[config.mk]
export PLATFORM = sky130hd
export DESIGN_NAME = pipeline_if_stage
export DESIGN_NICKNAME = d
export VERILOG_FILES = /design/src/rtl/pipeline_if_stage.sv
export SDC_FILE = /design/constraint.sdc
export NUM_CORES = 1
export LEC_CHECK = 0
export ABC_AREA = 0
export CAP_MARGIN = 25
export CORE_ASPECT_RATIO = 0.75
export CORE_MARGIN = 3
export CORE_UTILIZATION = 40
export DETAILED_ROUTE_END_ITERATION = 7
export MAX_ROUTING_LAYER = met4
export PLACE_DENSITY = 0.73
export SYNTH_ARGS = -nofsm -noshare
export SYNTH_HDL_FRONTEND = slang
export SYNTH_SLANG_ARGS = --single-unit
[constraint.sdc]
create_clock -name clock -period 3.2 [get_ports clock]
set_input_delay 0.48 -clock clock [delete_from_list [all_inputs] [get_ports clock]]
set_output_delay 0.48 -clock clock [all_outputs]
set_load 0.1 [all_outputs]
[src/rtl/pipeline_if_stage.sv]
// pipeline_if_stage: instruction fetch unit with PC, IF/ID register, fetch counter and BOOT/RUN/HALT control.
module pipeline_if_stage #(
    parameter logic [31:0] RESET_PC = 32'h0000_0000,
    parameter logic [31:0] NOP_WORD = 32'h0000_0000
) (
    input  logic        clock,
    input  logic        reset,
    output logic [31:0] imem_address,
    input  logic [31:0] imem_data,
    input  logic        stall_signal,
    input  logic        branch_signal,
    input  logic [1:0]  pc_select,
    input  logic [31:0] branch_address,
    input  logic [31:0] jump_address,
    input  logic [31:0] register_address,
    output logic [31:0] npc_output,
    output logic [31:0] instruction,
    output logic [31:0] fetch_count,
    output logic        halted
);
    typedef enum logic [1:0] {BOOT, RUN, HALT} state_t;
    state_t      state, state_next;
    logic [31:0] pc, pc_next, pc_plus4, npc_next, instr_next, count_next, target;
    logic        is_break;
    assign imem_address = pc;
    assign halted       = (state == HALT);
    assign pc_plus4     = pc + 32'd4;
    assign is_break     = (imem_data[31:26] == 6'b000000) && (imem_data[5:0] == 6'b001101);
    assign target       = pc_select == 2'b01 ? branch_address :
                          pc_select == 2'b10 ? jump_address :
                          pc_select == 2'b11 ? register_address : pc_plus4;
    always_comb begin
        state_next = state;
        pc_next    = pc;
        npc_next   = npc_output;
        instr_next = instruction;
        count_next = fetch_count;
        if (state == BOOT || state == HALT) begin
            state_next = (state == BOOT) ? RUN : HALT;
            npc_next   = '0;
            instr_next = NOP_WORD;
        end else if (!stall_signal && branch_signal) begin
            // a redirect flushes even a fetched break, so it never halts
            pc_next    = target;
            npc_next   = '0;
            instr_next = NOP_WORD;
        end else if (!stall_signal) begin
            pc_next    = pc_plus4;
            npc_next   = pc_plus4;
            instr_next = imem_data;
            count_next = fetch_count + 32'd1;
            state_next = is_break ? HALT : RUN;
        end
    end
    always_ff @(posedge clock or negedge reset) begin
        if (!reset) begin
            state       <= BOOT;
            pc          <= RESET_PC;
            npc_output  <= '0;
            instruction <= NOP_WORD;
            fetch_count <= '0;
        end else begin
            state       <= state_next;
            pc          <= pc_next;
            npc_output  <= npc_next;
            instruction <= instr_next;
            fetch_count <= count_next;
        end
    end
endmodule

# == Word-level counts from Yosys, hierarchy flattened ==
# Cells that the tools add are included.
# word_totals
input_bits,134
regBits,130
output_inout_bits,129
# classes
n_bitwise,3
reduce_logical,9
mux,15
add_sub_neg,2
n_eq_ne,9
# ops
op,n
$mux W32,10
$add A32 B1 Y32 const B,1
$add A32 B3 Y32 const B,1
$mux W2,5
$eq A2 B2 Y1 const B,3
$eq A6 B4 Y1 const B,1
$logic_not A6 Y1,1
$ne A2 B1 Y1 const B,2
$reduce_and A2 Y1,2
$ne A3 B1 Y1 const B,1
$not A1 Y1,3
$reduce_and A3 Y1,1
$eq A2 B1 Y1 const B,1
$logic_and A1 B1 Y1,2
$logic_not A2 Y1,1
$ne A2 B2 Y1 const B,1
$logic_not A1 Y1,1
$logic_or A1 B1 Y1,1

# == Logic depth before layout (Yosys ltp) ==
# Gate-level depths: netlist of run 1.
# depth
depth_word,6
depth_mapped,8
mapped_depth_nobuf,6

# == Worst setup path before layout of run 1 ==
# OpenSTA, ideal clock, no wires.
# synth_path
path_type,register to register
from,"register pc[2], in the netlist imem_address[2]"
to,"register pc[14], in the netlist imem_address[14]"
stages_incl_launch_ff,7
n_path_buf,0
setup_slack_ps,700
arrival_ps,2376
setup_ps,124
cell_sequence,dfrtp_1 -> ha_1 -> nand4_1 -> nor2_4 -> nand3_1 -> a2bb2oi_1 -> a211o_1
# synth_via
elab_chain_cells,5
elab_cells_between_ends,6
# synth_rtl
item,line,text
from (decl),23,"logic [31:0] pc, pc_next, pc_plus4, npc_next, instr_next, count_next, target;"
from (signal assigned),64,pc <= pc_next;
$add A32 B3 Y32 (*),27,assign pc_plus4 = pc + 32'd4;
$mux W32,31,pc_select == 2'b11 ? register_address : pc_plus4;
$mux W32,30,pc_select == 2'b10 ? jump_address :
$mux W32,29,assign target = pc_select == 2'b01 ? branch_address :
$mux W32 (*),42,end else if (!stall_signal && branch_signal) begin
# Every way passes the cells marked *; elsewhere a longest branch is shown, timed or not. The select of a mux whose other input is x is not followed.
# A chain may end at the register's enable or synchronous reset.

# == Final worst setup path of run 1 ==
# layout_path
from,register instruction[25]
to,output port instruction[25]
# layout_rtl
item,line,text
from (decl),17,"output logic [31:0] instruction,"
from (signal assigned),66,instruction <= instr_next;
# No word-level cell between the ends.

==> out/metrics.cfg, run 1 <==
[grt]
use_met3_pct = 5.94
grt_util_met1_pct = 34.7
grt_overflow = 0
track_usage_pct = 25.1
grt_pass1_wl_um = 36800
grt_pass1_vias = 6533
grt-busiest-layer = met2
grtUsageMet2_pct = 37.7
grt_max_degree = 51
antenna_found_initial = 0

[setup_path]
rr_worst_depth = 6
cp.required_ps = 2720
crit_slowest_cell = clkdlybuf4s50_1
cpLargestDelayFamily = buffers and inverters
critPathMaxFanout = 2
cp-start-kind = flip-flop
crit_chain = clkdlybuf4s50_1
worstPathArrival_ps = 1940
reg2reg_from = imem_address[2]$_DFFE_PN0P_
cp.buffers_inverters = 1
path_class = reg -> out
crit_path_max_incr_delay_ps = 1150
critPathCaptureType = primary output
ff2ff_setup_slack_ps = 910
timing.rr.end = imem_address[28]$_DFFE_PN0P_

[clock_tree]
cts_buffers = 17
clk_pin_slew_ps = 60
cts_tree = built
cts_buffer_depth = 2
clock_tree.root_cell = clkbuf_16
cts_sinks = 130
ctsResizeCount = 0
ctsHtreeMaxLevel = 4
clkLatencyLatePin_ps = 430

[synth]
synth_top_family_by_area = simple AND/OR/NAND/NOR gates
synth_edf_count = 0
synth_xor_area_share_pct = 7.44
ys_ff_latch = 130
ys.flop_type = dfrtp_1
syn_nets = 839
synth_fa_ha_area_share_pct = 0.354
syn_avg_cell_area_um2 = 10.0
async_flop_share_pct = 100
ys_seq_area_share_pct = 46.1
synth_mux_area_share_pct = 6.70
synth_compound_area_share_pct = 16.8
synth_cell_types = 67
yosys.area_share.simple_pct = 19.5
syn_inst = 703
synth-warning-count = 0
syn_area_um2 = 7060

[detailed_routing]
vias = 6591
drc = 0
dr.pass1.iters = 5
drt_iter0_markers = 521
drt-vias-per-instance = 5.47
wl_per_cell_um = 19.4
drt_wl_total_um = 23400
detail-route-antenna-nets = 0

[timing]
skew_ps = 9.86
period_share_pct = 75.5
hold_viol = 0
final_max_slew_viol_count = 0
setup_ws_ps = 784
grt_setup_unrepaired = no
tightest_slew_ps = 991
fin_tns_setup_ps = 0
fmax_mhz = 414
relSlewSlack_pct = 33.7
setup_viol = 0
fin_crit_ps = 2420

[job]
drv_cap = 0

[floorplanning]
dieArea_um2 = 19300
fp.dieW_um = 159
start_util_pct = 41.4
io_pins = 263
fp.dieH_um = 121
coreArea_um2 = 17100
rows = 41

[layout]
mostFrequentLayoutCell = clkdlybuf4s50_1
fin_nets = 1093
area_delta_synth_final_pct = 44.4
final_area_um2 = 10200
final_cell_mix = clkdlybuf4s50_1 (147), buf_4 (131), dfrtp_1 (130)
final_layout_size_suffix_gt1_share_pct = 22.0
antennaDiodeCount = 0

[min_path]
hp-class = reg -> reg
worstHoldPathCells = 1
hold_end = fetch_count[31]$_DFFE_PN0P_
hold_path_startpoint = fetch_count[31]$_DFFE_PN0P_

[pwr]
ir_worst_vdd_mv = 0.526
p_per_area_nw_per_um2 = 630
leakagePower_uw = 0.00454

[place]
dp_hpwl_um = 17700
pre_cts_ws_ps = 637
gp_congestion = 0.911
placed_area_um2 = 9640
portBuffers = 262

[run_status]
status = finished clean

## cell usage after synthesis (all sizes together) (6+ instances only)
library cell	count	area, um2
buf	20	100
nor3	14	100
nand3	30	168
a22o	42	368
nand4	20	153
o21ai	45	225
and3	18	113
o22ai	12	75.1
a21oi	30	150
nor2b	8	50.1
dfrtp	130	3250
mux2	16	180
xnor2	34	298
xor2	26	228
nand2b	12	82.6
mux2i	18	180
a22oi	13	97.6
nor2	51	201
a21o	6	45.0
clkbuf	27	104
and4	7	61.3
nand2	67	251
## area by class of cell
type	instances	area (um2)
multi-input cells	521	3590
clock inverters	12	96.3
well taps	236	295
clock buffers	20	457
inverters	5	18.8
repair buffers	282	2490
flip-flops and latches	130	3250
fillers	1532	6880
## report_power, final
group	total, uW	leakage (uW)	internal [uW]	switching [uW]
sequential	2110	0.00168	1830	279
combinational	2510	0.00258	647	1860
clock	1820	0.000273	1050	771
## sequential cells by signal (all words and copies together) (netlist names), named ones only
| name | cells |
|---|---|
| fetch_count | 32 |
| imem_address | 32 |
| instruction | 32 |
| npc_output | 32 |
| state | 1 |
## per-layer routing
| metal | vias to the layer above | routed length, um |
|---|---|---|
| met2 | 257 | 10700 |
| li1 | 3086 | - |
| met1 | 3218 | 10800 |
| met3 | 30 | 1470 |
| met5 | - | 0 |
| met4 | 0 | 361 |
## worst max path at each step
stage | from | to | slack [ps] | depth (start not counted)
final | instruction[25]$_DFFE_PN0P_ | instruction[25] | 780 | 1
after global routing | fetch_count[31]$_DFFE_PN0P_ | fetch_count[31] | 720 | 1
after CTS | instruction[21]$_DFFE_PN0P_ | instruction[21] | 760 | 1
after detailed placement | branch_signal | npc_output[21]$_DFFE_PN0P_ | 640 | 5
after global placement | pc_select[1] | imem_address[15]$_DFFE_PN0P_ | 680 | 6
after floorplan | imem_address[2]$_DFFE_PN0P_ | imem_address[14]$_DFFE_PN0P_ | 700 | 6
## repair_timing
| item | CTS | global route |
|---|---|---|
| buffers inserted | 0 | 0 |
| hold endpoints to repair | 5 | 0 |
| endpoints found under the setup margin | 0 | 0 |
| hold buffers | 1 | 0 |
## stage by stage
stage	hold slack (ps)	util, %	total power [uW]	std cells
floorplan	184	-	3880	703
global placement	449	56.4	4620	1173
detailed placement	448	56.4	4640	1173
CTS	473	59.7	6460	1206
global route	502	59.7	6680	1206
finish	466	59.7	6430	1206
## kinds of logic after synthesis
group                      count (synthesis)
adders and majority gates                  2
DFF                                      130
buffers and inverters                     52
AOI/OAI and AO/OA                        173
xor gates and xnor gates                  60
and+or+nand+nor                          247
muxes                                     39
Note: power is estimated with default switching activity, not from simulation.
==> inputs of run 2 (changes only) <==
--- a/config.mk
+++ b/config.mk
@@ -12,7 +12,7 @@
 export CORE_UTILIZATION = 40
 export DETAILED_ROUTE_END_ITERATION = 7
 export MAX_ROUTING_LAYER = met4
-export PLACE_DENSITY = 0.73
+export PLACE_DENSITY = 0.76
 export SYNTH_ARGS = -nofsm -noshare
 export SYNTH_HDL_FRONTEND = slang
 export SYNTH_SLANG_ARGS = --single-unit
==> constraint.sdc (replaced) <==
create_clock -name clock -period 1.94 [get_ports clock]
set_input_delay 0.291 -clock clock [delete_from_list [all_inputs] [get_ports clock]]
set_output_delay 0.291 -clock clock [all_outputs]
set_load 0.1 [all_outputs]
==> out/metrics.cfg, run 2 (synthesis results as in run 1) <==
[detailed_routing]
dr.pass1.iters = 5
drt_iter0_markers = 447
drt-vias-per-instance = 5.43
drt_wl_total_um = 24300
vias = 6821
wl_per_cell_um = 19.3
detail-route-antenna-nets = 0
drc = 0

[pwr]
ir_worst_vdd_mv = 0.666
p_total_uw = 11500
leakagePower_uw = 0.00488
p_per_area_nw_per_um2 = 1040

[setup_path]
critPathCaptureType = flip-flop
cpLargestDelayFamily = simple AND/OR/NAND/NOR gates
critPathMaxFanout = 5
cp.required_ps = 2240
worstPathArrival_ps = 2200
path_class = reg -> reg
crit_path_max_incr_delay_ps = 460
cp.buffers_inverters = 1
cp-start-kind = flip-flop
crit_chain = ha_4 -> nand4_1 -> nor2_4 -> buf_4 -> and3_1 -> mux2i_1 -> a21oi_1
crit_slowest_cell = dfrtp_4

[floorplanning]
dieArea_um2 = 19300
io_pins = 263
fp.dieW_um = 159
start_util_pct = 41.4
fp.dieH_um = 121
rows = 41
coreArea_um2 = 17100

[timing]
period_share_pct = 97.8
fmax_mhz = 527
grt_setup_unrepaired = yes
skew_ps = 9.15
final_max_slew_viol_count = 0
fin_tns_setup_ps = 0
hold_viol = 0
tightest_slew_ps = 508
relSlewSlack_pct = 65.9
setup_ws_ps = 43.4
fin_crit_ps = 1900
setup_viol = 0

[clock_tree]
cts_buffer_depth = 2
clock_tree.root_cell = clkbuf_16
cts_buffers = 17
cts_sinks = 130
clkLatencyLatePin_ps = 420
clk_pin_slew_ps = 60
ctsHtreeMaxLevel = 4
cts_tree = built

[place]
gp_congestion = 0.940
dp_hpwl_um = 18300
pre_cts_ws_ps = -180
portBuffers = 262
placed_cells = 1221

[layout]
area_delta_synth_final_pct = 56.4
layoutNonFillerInstCount = 1257
mostFrequentLayoutCell = buf_4
final_cell_mix = buf_4 (179), clkdlybuf4s50_1 (130), dfrtp_1 (80)
fin_nets = 1143
final_layout_size_suffix_gt1_share_pct = 33.2

[min_path]
hp-class = in -> reg

[run_status]
status = finished clean

[grt]
grt_pass1_vias = 6807
grt_max_degree = 52
grt_pass1_wl_um = 37600
track_usage_pct = 25.5
antenna_found_initial = 1
grt_overflow = 0

[job]
drv_cap = 0

[run 2: cell type report]
type / count / area, um2
Sequential cell: 130 / 3380
Clock inverter: 13 / 196
Timing Repair Buffer: 332 / 3060
Antenna cell: 1 / 2.50
Inverter: 5 / 18.8
Tap cell: 236 / 295
Multi-Input combinational cell: 521 / 3640
Fill cell: 1418 / 6040
Clock buffer: 19 / 453
[run 2: final timing paths]
kind	depth (start not counted)	slack, ps	end	start
worst max-delay path	7	40	imem_address[12]$_DFFE_PN0P_	imem_address[2]$_DFFE_PN0P_
worst min-delay path	4	390	imem_address[14]$_DFFE_PN0P_	pc_select[0]
worst max register to register	7	40	imem_address[12]$_DFFE_PN0P_	imem_address[2]$_DFFE_PN0P_
worst min register to register	1	470	flip-flop	flip-flop
max in group asynchronous	3	860	fetch_count[1]$_DFFE_PN0P_	reset
min in group asynchronous	2	400	npc_output[22]$_DFFE_PN0P_	reset
[run 2: report_power, final]
| part | internal [uW] | switching (uW) | total (uW) |
|---|---|---|---|
| clock | 2250 | 1290 | 3540 |
| combinational | 1320 | 3160 | 4480 |
| sequential | 3080 | 398 | 3480 |
| total | 6640 | 4860 | 11500 |
[run 2: stage by stage]
step | util, % | cell area (um2) | hold WS, ps
after floorplan | - | 7260 | -4.59
after global placement | 60.6 | 10300 | 273
after detailed placement | 60.6 | 10300 | 275
after CTS | 64.4 | 11000 | 348
after global routing | 64.7 | 11000 | 384
final | 64.7 | 11000 | 387
[run 2: per-layer routing]
layer,global-route usage [%],wire length [um],vias up
met5,-,0,-
met2,38.5,11000,318
met3,6.89,2040,23
li1,-,-,3180
met4,7.11,337,0
met1,34.3,11000,3300
[run 2: repair_timing]
action,4_1_cts,5_1_grt
pin swaps,1,4
gates cloned,0,0
hold buffers,1,0
endpoints found under the hold margin,48,0
resized for setup,0,6
setup endpoints to repair,1,8
buffers inserted,0,2
[run 2: worst reg2reg max path, cell delays in order, from the launching register on]
cell and delay (ps):
dfrtp_4 460, ha_4 160, nand4_1 230, nor2_4 290, buf_4 160, and3_1 210
mux2i_1 190, a21oi_1 70
